[config.mk]
export PLATFORM = sky130hd
export DESIGN_NAME = rr_mux_nx1
export DESIGN_NICKNAME = d
export VERILOG_FILES = /design/src/rtl/rr_mux_nx1.sv
export SDC_FILE = /design/constraint.sdc
export NUM_CORES = 1
export LEC_CHECK = 0
export BUFFER_PORTS_ARGS = -buffer_cell sky130_fd_sc_hd__buf_4
export CORE_MARGIN = 8
export CORE_UTILIZATION = 48
export CTS_CLUSTER_SIZE = 12
export DETAILED_ROUTE_END_ITERATION = 10
export MAX_ROUTING_LAYER = met4
export PLACE_DENSITY_LB_ADDON = 0.15
export REMOVE_ABC_BUFFERS = 1
export SETUP_SLACK_MARGIN = 0.05
export SYNTH_ARGS = -nofsm -noshare
export SYNTH_HDL_FRONTEND = slang
export SYNTH_SLANG_ARGS = --single-unit
[constraint.sdc]
create_clock -name clk -period 5.1 [get_ports clk]
set_input_delay 1.02 -clock clk [delete_from_list [all_inputs] [get_ports clk]]
set_output_delay 1.02 -clock clk [all_outputs]
set_load 0.02 [all_outputs]
[src/rtl/rr_mux_nx1.sv]
// N-to-1 valid/ready multiplexer with fixed-select or round-robin arbitration
// feeding a one-entry, zero-bubble output register.
module rr_mux_nx1 #(
  parameter  int N  = 4,
  parameter  int W  = 8,
  localparam int SW = (N > 2) ? $clog2(N) : 1
) (
  input  logic             clk,
  input  logic             rst,
  input  logic             mode,
  input  logic [SW-1:0]    sel,
  input  logic [N-1:0]     in_valid,
  input  logic [N*W-1:0]   in_data,
  output logic [N-1:0]     in_ready,
  output logic             out_valid,
  output logic [W-1:0]     out_data,
  output logic [SW-1:0]    out_sel,
  input  logic             out_ready
);

  localparam int NP = 1 << SW;

  logic [NP-1:0] valid_pad_s;
  logic          gnt_vld_s;
  logic [SW-1:0] gnt_s;
  logic [SW-1:0] idx_s;
  logic [W-1:0]  gnt_data_s;
  logic          load_en_s;
  logic          xfer_in_s;
  logic [N-1:0]  in_ready_s;

  logic          out_valid_q, out_valid_d;
  logic [W-1:0]  out_data_q,  out_data_d;
  logic [SW-1:0] out_sel_q,   out_sel_d;
  logic [SW-1:0] ptr_q,       ptr_d;

  assign valid_pad_s = NP'(in_valid);
  assign load_en_s   = !out_valid_q || out_ready;
  assign xfer_in_s   = gnt_vld_s && load_en_s;

  // Grant selection; padding lets a fixed sel beyond N-1 read as "not valid".
  always_comb begin
    gnt_vld_s = 1'b0;
    gnt_s     = '0;
    idx_s     = '0;
    case (mode)
      1'b0: begin
        gnt_vld_s = (int'(sel) < N) && valid_pad_s[sel];
        gnt_s     = sel;
      end
      1'b1: begin
        for (int k = 1; k <= N; k++) begin
          idx_s     = SW'((int'(ptr_q) + k) % N);
          gnt_s     = (!gnt_vld_s && valid_pad_s[idx_s]) ? idx_s : gnt_s;
          gnt_vld_s = gnt_vld_s || valid_pad_s[idx_s];
        end
      end
      default: begin
        gnt_vld_s = 1'b0;
        gnt_s     = '0;
      end
    endcase
  end

  // Data mux of the granted channel.
  always_comb begin
    gnt_data_s = '0;
    for (int i = 0; i < N; i++) begin
      gnt_data_s = (int'(gnt_s) == i) ? in_data[i*W +: W] : gnt_data_s;
    end
  end

  // One-hot ready towards the granted channel, forced low during reset.
  always_comb begin
    in_ready_s = '0;
    for (int i = 0; i < N; i++) begin
      in_ready_s[i] = !rst && xfer_in_s && (int'(gnt_s) == i);
    end
  end

  // Next state of the output register and the round-robin pointer.
  always_comb begin
    out_valid_d = out_valid_q;
    out_data_d  = out_data_q;
    out_sel_d   = out_sel_q;
    ptr_d       = ptr_q;
    if (xfer_in_s) begin
      out_valid_d = 1'b1;
      out_data_d  = gnt_data_s;
      out_sel_d   = gnt_s;
      ptr_d       = gnt_s;
    end else if (out_ready) begin
      out_valid_d = 1'b0;
    end else begin
      out_valid_d = out_valid_q;
    end
  end

  // State registers; ptr resets to N-1 so the first search begins at channel 0.
  always_ff @(posedge clk or posedge rst) begin
    if (rst) begin
      out_valid_q <= 1'b0;
      out_data_q  <= '0;
      out_sel_q   <= '0;
      ptr_q       <= SW'(N - 1);
    end else begin
      out_valid_q <= out_valid_d;
      out_data_q  <= out_data_d;
      out_sel_q   <= out_sel_d;
      ptr_q       <= ptr_d;
    end
  end

  assign in_ready  = in_ready_s;
  assign out_valid = out_valid_q;
  assign out_data  = out_data_q;
  assign out_sel   = out_sel_q;

endmodule

### After elaboration in Yosys (flattened, before gate mapping)

Cells that the tools add are included.

* $add $sub $neg: 4
* multipliers: 0
* divide/modulo/power cells: 0
* $lt $le $gt $ge: 5
* equal/unequal tests: 3
* shift-type cells: 0
* muxes and demuxes: 22
* bitwise operators: 1
* reduce and logical (&&, ||, !) cells: 20

Operators by type and width (number)
* $mux W8: 4
* $lt A2 B3 Y1 const B: 5
* $bmux W1 S2: 5
* $logic_and A1 B1 Y1: 9
* $mux W2: 4
* $mux W1: 7
* $logic_not A1 Y1: 5
* $add A2 B1 Y2 const B: 2
* $add A2 B2 Y2 const B: 2
* $eq A2 B2 Y1 const B: 2
* $logic_or A1 B1 Y1: 4
* $pmux W2 S2: 1
* $eq A2 B1 Y1 const B: 1
* $logic_not A2 Y1: 1
* $pmux W1 S2: 1
* $reduce_bool A2 Y1: 1
* $not A1 Y1: 1

* flip-flop bits (word level): 13
* bits in latches: 0
* bits in writable memories: 0
* memory bits (read-only): 0
* input port bits: 42
* output and inout port bits: 15
* memories: 0

### Logic depth before layout (Yosys ltp)

* depth after elaboration: 14
* mapped depth: 9
* mapped depth without buffers: 6

### Worst setup path before layout

Ideal clock, no wire load.

* path type: input to output
* start point: in in_valid[1]
* end point: out in_ready[0]
* arrival time: 2903 ps
* setup slack: 1177 ps
* cell stages on the path: 7
* buffers on the path: 2
* path through: nor2b_1 -> or3_1 -> a221o_1 -> buf_6 -> nand3_4 -> buf_8 -> nor4b_1

* longest elaborated chain between the ends: 10
* elaborated cells on any way between the ends: 29
* classes of those cells: mux: 16; reduce/logical: 13

RTL lines
* from (decl): line 12 `input logic [N-1:0] in_valid,`
* $bmux W1 S2: line 54, 55
* $mux W1 (not written as such): line 54, 55
* $logic_not A1 Y1 / $logic_or A1 B1 Y1 (equally long branches): line 54, 55
* $logic_and A1 B1 Y1, or another cell as far along: line 54 `gnt_s = (!gnt_vld_s && valid_pad_s[idx_s]) ? idx_s : gnt_s;`
* $mux W2, or another cell as far along: line 54
* $mux W2 / $logic_and A1 B1 Y1 (equally long branches): line 54
* $mux W2: line 54
* $pmux W2 S2: line 46 `case (mode)`
* $logic_not A2 Y1: line 77 `in_ready_s[i] = !rst && xfer_in_s && (int'(gnt_s) == i);`
* $logic_and A1 B1 Y1 (*): line 77
* to (decl): line 14 `output logic [N-1:0] in_ready,`

Every way passes the cells marked *; elsewhere a longest branch is shown, timed or not. The select of a mux whose other input is x is not followed.

### Worst setup path in the final report

Ends and elaborated chain as after synthesis.

==> metrics.md <==
| Metric | Value |
|---|---|
| Deepest clock path buffer count | `2` |
| Vias after detailed routing | `1,068` |
| Top_reg_cell synth | `dfrtp_1` |
| Post-synthesis to final-layout area growth | `39.2%` |
| Power density over cell area | `307 nW/um^2` |
| Launch point of the critical path | `in_valid[1]` |
| Arrival @ worst endpoint | `3.07 ns` |
| Count of distinct cell types in the synthesized netlist | `36` |
| Count of inserted antenna diode cells | `0` |
| Sequential cell area in the final layout | `328 sq um` |
| GP Congestion | `0.877` |
| First-pass DRT Iterations | `6` |
| Number of enable-type register cells in the synthesized netlist | `0` |
| Slew Viols, Final | `0` |
| Max-slew headroom at the worst pin | `64.0%` |
| XOR/XNOR share of the synthesized area | `0%` |
| Length in cells of the worst reg-to-reg path | `6` |
| Final layout net count | `201` |
| Overall power | `0.000459 W` |
| Wire length of the first global-routing pass | `5.35 mm` |
| Mean area per synthesized cell | `10.2 sq um` |
| Critical Path End | `in_ready[0]` |
| Worst hold-check path type | `reg -> reg` |
| Initial antenna violation count | `0` |
| Endpoint of the worst register-to-register path | `out_data[6]$_DFFE_PP0P_` |
| Static power due to leakage | `0.688 nW` |
| Worst reg2reg path startpoint | `ptr_q[0]$_DFFE_PP1P_` |
| CTS H-tree lvls | `1` |
| Total negative slack | `0 ns` |
| Fillers | `186` |
| Initial detailed-routing violation count | `32` |
| Die X | `63.3 um` |
| Die footprint | `4010 sq um` |
| Cell Rows | `17` |
| Result of the run | `complete, no violations` |
| DP HPWL | `2.52 mm` |
| Instance area after placement | `1470 sq um` |
| Post-cts hold buffer count | `0` |
| Portion of netlist area occupied by mux cells | `9.55%` |
| Category of the worst setup path launch point | `input pin` |
| Share of final-layout standard cells stronger than drive strength 1 | `50.6%` |
| Synth warnings | `0` |
| Met3 wire length | `189 um` |
| Simple-gate area share of the yosys netlist | `22.9%` |
| Sw frac | `39.8%` |
| Count of input and output buffers | `56` |
| Area occupied by multi-input gates | `657 sq um` |
| All-Layer GR Usage | `16.3%` |
| Tcrit/Tclk final | `80.1%` |
| Max rail drop VDD | `0.229 mV` |
| Routed length on met1 | `1.38 mm` |
| Detailed-route wire length | `3.23 mm` |
| Worst setup timing slack at the placement stage | `1.05 ns` |
| Total standard cell area after synthesis | `1070 sq um` |
| Initial cell density of the core | `49.5%` |
| Instance count of the mapped netlist | `105` |
| Setup repair after global routing missed its margin | `no` |
| Peak clock frequency supported by timing | `0.245 GHz` |
| Pint | `0.000276 W` |
| Vertical extent of the die | `63.3 um` |
| DRC violation count after routing | `0` |
| Compound-Gate Fraction of Synth Area | `28.6%` |
| TritonCTS clock tree | `yes` |
| Clock transition time at the flip-flop clock pins of the worst setup and hold paths | `0.09 ns` |
| Antenna Violating Nets Remaining | `0` |
| Logic gate share of total power | `51.7%` |
| Total core area | `2170 sq um` |
| Number of buffers added for setup after CTS | `0` |
| Switch Pwr | `0.000183 W` |
| Post-Synth Adder-Cell Area | `0%` |
| Number of global-route vias before repair | `1,182` |
| Flip-flop and latch count after synthesis | `13` |
| Buffer cell driving the clock tree root | `clkbuf_4` |
| Sum of met2 wire segment lengths after detailed routing | `1.62 mm` |
| Clock insertion delay at the later pin of the skew report | `0.28 ns` |
| Register area share after synthesis | `30.5%` |
| Slew @ Worst Pin | `0.540 ns` |
| Final number of hold-violating endpoints | `0` |
| Post-route design area | `1500 sq um` |
| Number of buffers created by CTS | `3` |
| Remaining global-route overflow | `0` |
| Sequential Power Share | `33.9%` |
| Setup skew after layout | `0.00470 ns` |
| Total clock sinks | `13` |
| Maximum number of pins on one net before global-route repair | `23` |
| Wire length per cell | `17.4 um` |
| Critical-path maximum fanout | `22` |
| Share of async-settable or async-resettable flops after synthesis | `100%` |
| Worst setup path category | `in -> out` |
| Smallest setup slack after layout | `1.01 ns` |
| Required arrival time at the worst endpoint | `4.08 ns` |
| Final setup vio count | `0` |
| Clock power frac | `14.5%` |
| CP Capture Type | `primary output` |
| Fin crit period | `4.09 ns` |
| Slack of the worst reg-to-reg path | `2.59 ns` |
| Maximum capacitance violations | `0` |
| Uppermost signal routing layer after detailed routing | `met4` |
| Via density | `5.74` |
| Post-cts sizing count | `0` |
| Ports placed on the boundary | `57` |
| Dominant combinational cell family by area after synthesis | `compound AO/OA/AOI/OAI gates` |
==> synthesized netlist by cell type (3+ instances only) <==
library cell	instances	area [sq um]
inv_1	4	15.0
nor2_1	10	37.5
a221oi_2	14	210
mux2i_1	8	80.1
nor2b_1	3	18.8
and3_1	8	50.1
nand2_1	6	22.5
o21ai_1	3	15.0
dfrtp_1	11	275
nor3b_1	3	22.5
==> state kept, by name, indices dropped and copies added (netlist names) <==
signal,flops
out_data,8
ptr_q,2
out_sel,2
out_valid,1
==> worst min-delay path by stage <==
stage                                 from                     end  slack [ns]  cells after the start
floorplan             ptr_q[0]$_DFFE_PP1P_    ptr_q[0]$_DFFE_PP1P_        0.49                      2
global placement    out_sel[1]$_DFFE_PP0P_  out_sel[1]$_DFFE_PP0P_        0.48                      1
detailed placement  out_sel[1]$_DFFE_PP0P_  out_sel[1]$_DFFE_PP0P_        0.48                      1
CTS                 out_sel[1]$_DFFE_PP0P_  out_sel[1]$_DFFE_PP0P_        0.50                      1
global route        out_sel[1]$_DFFE_PP0P_  out_sel[1]$_DFFE_PP0P_        0.53                      1
finish              out_sel[1]$_DFFE_PP0P_  out_sel[1]$_DFFE_PP0P_        0.50                      1
==> cells in the final DEF, fill, tap and decap left out, drive strengths merged <==
cell    netlist  routed
a21oi         2       2
buf           7      58
dfstp         2       2
nand3         1       1
or2           2       2
nor4          1       1
o21ai         4       4
nor2         10      10
nand2         6       6
nand3b        1       1
and3          8       8
nand2b        2       2
inv           4       4
o21a          2       2
mux2i         8       8
and4          1       1
nor4b         2       2
and2          1       1
o221ai        2       2
o211ai        1       1
dfrtp        11      11
or3           1       1
a221o         1       1
nor2b         3       3
mux4          1       1
nor3b         3       3
clkbuf        2       4
a221oi       16      16
==> metal layers <==
| layer | up-vias | track usage, % |
|---|---|---|
| met1 | 504 | 17.8 |
| li1 | 513 | - |
| met4 | 0 | 4.74 |
| met2 | 45 | 28.6 |
| met3 | 6 | 3.89 |
| met5 | - | - |
==> worst max-delay path, cell delays in order <==
cell and delay [ns]:
buf_4 0.13, nor2b_1 0.14, or3_1 0.34, a221o_1 0.52, nand3_4 0.39, nor4b_1 0.31, buf_4 0.21
==> through the flow <==
step / cells / hold WS (ns) / util (%)
2_1_floorplan: 96 / 0.488 / -
3_3_place_gp: 182 / 0.475 / 67.8
3_5_place_dp: 182 / 0.481 / 67.8
4_1_cts: 186 / 0.501 / 69.0
5_1_grt: 186 / 0.533 / 69.0
6_report: 186 / 0.496 / 69.0
==> final cells by class <==
| cell class | count | area share (%) |
|---|---|---|
| multi-input cells | 79 | 43.9 |
| repair buffers | 58 | 29.1 |
| flip-flops and latches | 13 | 21.9 |
| well taps | 28 | 2.34 |
| clock buffers | 4 | 1.76 |
| inverters | 4 | 1.00 |
==> power by group through the flow <==
stage               combinational (W)  sequential (W)   clock, W
floorplan                    0.000115        0.000183          0
finish                       0.000237        0.000156  0.0000664
CTS                          0.000240        0.000155  0.0000675
detailed placement           0.000239        0.000156          0
global route                 0.000255        0.000159  0.0000722
global placement             0.000233        0.000154          0
==> kinds of logic (layout without fill, tap and decap cells) <==
family                 after synthesis  after routing
AND/OR/NAND/NOR                     42             42
AO/OA/AOI/OAI                       28             28
flip-flops                          13             13
buffers and inverters               13             66
multiplexers                         9              9
Power figures use the tool's default switching activity.
